==> src/rtl/regfile_pkg.sv <==
// rtl/regfile_pkg.sv - shared types for the parameterised register file
package regfile_pkg;

  typedef enum logic [1:0] {
    IDLE  = 2'd0,
    SWEEP = 2'd1,
    DONE  = 2'd2
  } clr_state_e;

endpackage

==> src/rtl/regfile_clr_seq.sv <==
// rtl/regfile_clr_seq.sv - clear-sweep FSM and index counter for the register file
module regfile_clr_seq
  import regfile_pkg::*;
#(
  parameter int DEPTH = 32,
  parameter int AW    = $clog2(DEPTH)
) (
  input  logic          clk_i,
  input  logic          r_i,
  input  logic          clr_req_i,
  output logic [AW-1:0] index_o,
  output logic          sweep_we_o,
  output logic          clr_busy_o,
  output logic          clr_done_o
);

  localparam logic [AW-1:0] LAST = AW'(DEPTH - 1);

  clr_state_e    state_q, state_d;
  logic [AW-1:0] index_q, index_d;

  always_ff @(posedge clk_i) begin
    if (r_i) begin
      state_q <= IDLE;
      index_q <= '0;
    end else begin
      state_q <= state_d;
      index_q <= index_d;
    end
  end

  always_comb begin
    state_d = state_q;
    index_d = index_q;
    case (state_q)
      IDLE: begin
        if (clr_req_i) begin
          state_d = SWEEP;
          index_d = '0;
        end
      end
      SWEEP: begin
        index_d = index_q + AW'(1);
        if (index_q == LAST) begin
          state_d = DONE;
          index_d = '0;
        end
      end
      DONE:    state_d = IDLE;
      default: state_d = IDLE;
    endcase
  end

  assign index_o    = index_q;
  assign sweep_we_o = (state_q == SWEEP);
  assign clr_busy_o = (state_q != IDLE);
  assign clr_done_o = (state_q == DONE);

endmodule

==> src/rtl/param_register_file.sv <==
// rtl/param_register_file.sv - two-read one-write register file with clear sweep
module param_register_file
  import regfile_pkg::*;
#(
  parameter int N        = 32,
  parameter int DEPTH    = 32,
  parameter int ZERO_REG = 1,
  localparam int AW      = $clog2(DEPTH)
) (
  input  logic          Clk,
  input  logic          R,
  input  logic          En,
  input  logic [AW-1:0] WAddr,
  input  logic [N-1:0]  D,
  input  logic [AW-1:0] RAddrA,
  input  logic [AW-1:0] RAddrB,
  input  logic          ClrReq,
  output logic [N-1:0]  QA,
  output logic [N-1:0]  QB,
  output logic          ClrBusy,
  output logic          ClrDone
);

  localparam logic [AW:0] DEPTH_W = (AW + 1)'(DEPTH);

  logic [N-1:0]  mem_q [DEPTH];
  logic [N-1:0]  qa_q, qb_q;
  logic [N-1:0]  q_d [2];
  logic [AW-1:0] raddr [2];
  logic [AW-1:0] sweep_idx;
  logic          sweep_we;
  logic          user_we;

  regfile_clr_seq #(
    .DEPTH (DEPTH),
    .AW    (AW)
  ) u_clr_seq (
    .clk_i      (Clk),
    .r_i        (R),
    .clr_req_i  (ClrReq),
    .index_o    (sweep_idx),
    .sweep_we_o (sweep_we),
    .clr_busy_o (ClrBusy),
    .clr_done_o (ClrDone)
  );

  assign user_we  = En && !ClrBusy && ({1'b0, WAddr} < DEPTH_W) &&
                    !((ZERO_REG != 0) && (WAddr == '0));
  assign raddr[0] = RAddrA;
  assign raddr[1] = RAddrB;

  // Write-first read: a same-cycle write to the read address wins over the array;
  // out-of-range addresses match no entry and read 0.
  always_comb begin
    for (int p = 0; p < 2; p++) begin
      q_d[p] = '0;
      for (int i = 0; i < DEPTH; i++) begin
        if (raddr[p] == AW'(i)) q_d[p] = mem_q[i];
      end
      if (user_we && (WAddr == raddr[p])) q_d[p] = D;
      if (sweep_we && (sweep_idx == raddr[p])) q_d[p] = '0;
      if ((ZERO_REG != 0) && (raddr[p] == '0)) q_d[p] = '0;
    end
  end

  always_ff @(posedge Clk) begin
    if (R) begin
      for (int i = 0; i < DEPTH; i++) mem_q[i] <= '0;
      qa_q <= '0;
      qb_q <= '0;
    end else begin
      for (int i = 0; i < DEPTH; i++) begin
        if (user_we && (WAddr == AW'(i))) mem_q[i] <= D;
        else if (sweep_we && (sweep_idx == AW'(i))) mem_q[i] <= '0;
      end
      qa_q <= q_d[0];
      qb_q <= q_d[1];
    end
  end

  assign QA = qa_q;
  assign QB = qb_q;

endmodule

==> config.mk <==
export PLATFORM = sky130hd
export DESIGN_NAME = param_register_file
export DESIGN_NICKNAME = d
export VERILOG_FILES = /design/src/rtl/regfile_pkg.sv /design/src/rtl/regfile_clr_seq.sv /design/src/rtl/param_register_file.sv
export SDC_FILE = /design/constraint.sdc
export NUM_CORES = 2
export LEC_CHECK = 0
export ABC_AREA = 1
export CORE_AREA = 3 3 373 375
export CTS_CLUSTER_SIZE = 30
export DETAILED_ROUTE_END_ITERATION = 10
export DIE_AREA = 0 0 376 378
export SYNTH_ARGS = -nofsm -noshare
export SYNTH_HDL_FRONTEND = slang
export SYNTH_SLANG_ARGS = --single-unit
==> constraint.sdc <==
create_clock -name Clk -period 4.6 [get_ports Clk]
set_input_delay 0.92 -clock Clk [delete_from_list [all_inputs] [get_ports Clk]]
set_output_delay 0.92 -clock Clk [all_outputs]
set_load 0.005 [all_outputs]
==> reports/results.tsv <==
metric	value	unit
setup.worst_path.start_class	input port	
netlist_area	0.0544	mm²
num-nets-final	6941	
viasPerCell	5.69	
synth-edff-count	992	
p_comb_share	11.6	%
grt_remaining_overflow	0	
hold_buffers	0	
worst_slack	0.176	ns
layout_common_cells	nor2_1 (1798), nand2_1 (1669), edfxtp_1 (992)	
whs	0.591	ns
rows	135	
grt_use_total	31.5	%
wl_met3	26600	µm
cts_resized	0	
holdCritPathClass	reg2reg	
relSlewSlack	22.2	%
outcome	finished clean	
drv_cap	0	
gp_congestion	1.05	
ant_nets	0	
ios	117	
pwr-share-seq	48.9	%
highest_layer	met5	
routed-wl-met2	98100	µm
tritoncts	built	
clk_pin_slew	0.06	ns
finalCriticalPeriod	4.42	ns
required	5.26	ns
wl_met1	87400	µm
drv_slew	0	
ctsHtreeMaxLevel	3	
grt_max_degree	51	
post_cts_buffers	0	
rsz0062_at_grt	false	
drive_gt1_share	11.3	%
leakage	26.0	nW
wire_per_inst	26.1	µm
cts-root-buf	clkbuf_16	
cts_buffer_depth	3	
clock_power_share	39.4	%
peakVddDrop	305	µV
clock_skew	0.0401	ns
hold_violations	0	
vias	49859	
port_buffers	116	
grt_pass1_vias	46455	
p_switching	6.27	mW
final_core_util	47.6	%
syn_area_per_cell	8.26	µm²
finalCritPeriodShare	96.2	%
hpwl	154000	µm
synth-main-ff-cell	edfxtp_1	
final_common_cell	nor2_1	
antenna_found_initial	7	
post-place-ws	-0.414	ns
synth.area.top_cells	edfxtp_1 (55%), nor2_1 (13%), nand2_1 (12%), nand4_1 (5.9%), inv_1 (3.7%)	
swShare	27.1	%
powerDensity	359	mW/mm²
synthArstFlopShare	0	%
dr.pass1.iters	6	
clock_sinks	1063	
grt_pass1_wl	326000	µm
fillers	12884	
max_freq	226	MHz
setup_violations	0	
yosysSeqAreaShare	57.4	%
fp.dieW	376	µm
critical_path.max_fanout	10	
worst_pin_slew	1.17	ns
first_iter_violations	7269	
synth_fp_nets	6640	
final_area	0.0646	mm²
area_growth	18.7	%
drc	0	
p_int	16.9	mW
synth_top_area_cell	edfxtp_1	
die_y	378	µm
wirelength	229000	µm
ys_types	38	
arrival	5.08	ns
placed_area	0.0610	mm²
core-area	0.136	mm²
die_area	0.142	mm²
end_kind	register	
numCtsBuffers	117	
post-synth-top-area-fraction	54.8	%
clk_latency	0.77	ns
worstSetupPathType	in2reg	
synthCells	6583	
yosys_warnings	0	
ys_seq_elements	1063	
initial_core_util	40.1	%
per-stage QoR:
step / instances / TNS, ns / power [mW]
final: 8760 / 0 / 23.2
after global routing: 8757 / 0 / 23.8
after CTS: 8757 / 0 / 23.2
after detailed placement: 8546 / -10.65 / 14.2
after global placement: 8546 / -10.55 / 14.1
after floorplan: 6583 / 0 / 12.6
final timing paths:
path,startpoint,depth (start not counted),slack [ns],end
hold / removal,mem_q[0][992]$_SDFFCE_PP0P_,2,0.59,QB[0]$_SDFF_PP0_
setup / recovery,RAddrB[2],24,0.18,QB[21]$_SDFF_PP0_
hold reg to reg,mem_q[0][992]$_SDFFCE_PP0P_,2,0.59,QB[0]$_SDFF_PP0_
setup reg to reg,u_clr_seq.state_q[1]$_SDFFE_PP0P_,10,0.86,mem_q[0][160]$_SDFFCE_PP0P_
registers in the layout, summed over array words and instances (netlist names):
name and count:
mem_q 992, QA 32, QB 32, u_clr_seq.index_o 5, u_clr_seq.state_q 2
cells in the mapped netlist (2+ instances only):
| cell type | n |
|---|---|
| nor2_1 | 1819 |
| nand2_1 | 1671 |
| edfxtp_1 | 992 |
| inv_1 | 541 |
| nand4_1 | 510 |
| clkbuf_1 | 372 |
| o21ai_0 | 168 |
| nand3_1 | 152 |
| dfxtp_1 | 71 |
| buf_2 | 53 |
| or2_2 | 39 |
| o2111ai_1 | 36 |
| a21oi_1 | 33 |
| inv_2 | 15 |
| or2_0 | 13 |
| buf_4 | 10 |
| nor2_2 | 10 |
| buf_1 | 8 |
| xor2_1 | 8 |
| clkinv_1 | 7 |
| ha_1 | 6 |
| nor2_4 | 6 |
| nor3_1 | 6 |
| o22ai_1 | 6 |
| nand2_2 | 5 |
| buf_6 | 4 |
| nor3_2 | 4 |
| nand3_2 | 3 |
| nor3b_1 | 3 |
| nor4_1 | 3 |
| nand2_4 | 2 |
power by group through the flow:
| stage | Clock (mW) | Sequential [mW] | Combinational [mW] |
|---|---|---|---|
| finish | 9.14 | 11.3 | 2.70 |
| global route | 9.56 | 11.4 | 2.81 |
| CTS | 9.20 | 11.3 | 2.63 |
| detailed placement | 0 | 11.5 | 2.62 |
| global placement | 0 | 11.5 | 2.61 |
| floorplan | 0 | 11.5 | 1.16 |
worst max-delay path: stages:
cell and delay, ns:
clkdlybuf4s50_1 0.61, buf_4 0.23, nor2_4 0.09, nand4_1 0.09, buf_4 0.20, nor2_1 0.07, nor2_1 0.14, buf_4 0.15
nand4_1 0.12, nand2_1 0.15, nand4_1 0.11, nor2_1 0.23, nand4_1 0.16, nor2_1 0.40, nand4_1 0.20, nor2_1 0.23
nand4_1 0.19, nor2_1 0.16, nand4_1 0.10, buf_4 0.18, nor2_1 0.10, nand4_1 0.08, nor2_1 0.11, nor2_1 0.05
logic make-up (layout without fill, tap and decap cells):
family / after synthesis / after routing / synth area share, %
buffers and inverters: 1010 / 1403 / 7.21
DFF: 1063 / 1063 / 57.4
other: 0 / 3 / 0
adders and majority gates: 6 / 6 / 0.138
AOI/OAI and AO/OA: 247 / 247 / 2.56
and+or+nand+nor: 4248 / 4248 / 32.6
xor gates and xnor gates: 9 / 9 / 0.145
area by class of cell:
class / instances / area [µm²] / area share, %
Inverter: 563 / 2120 / 3.28
Multi-Input combinational cell: 4510 / 19500 / 30.2
Sequential cell: 1063 / 31200 / 48.3
Timing Repair Buffer: 629 / 5910 / 9.15
Antenna cell: 3 / 7.51 / 0.0116
Clock inverter: 62 / 551 / 0.852
Tap cell: 1781 / 2230 / 3.45
Clock buffer: 149 / 3070 / 4.75
layer usage:
metal	track usage [%]	up-vias
li1	-	22051
met1	42.1	23764
met2	47.0	3408
met3	6.42	634
met4	19.8	2
met5	0	-
Note: power is estimated with default switching activity, not from simulation.
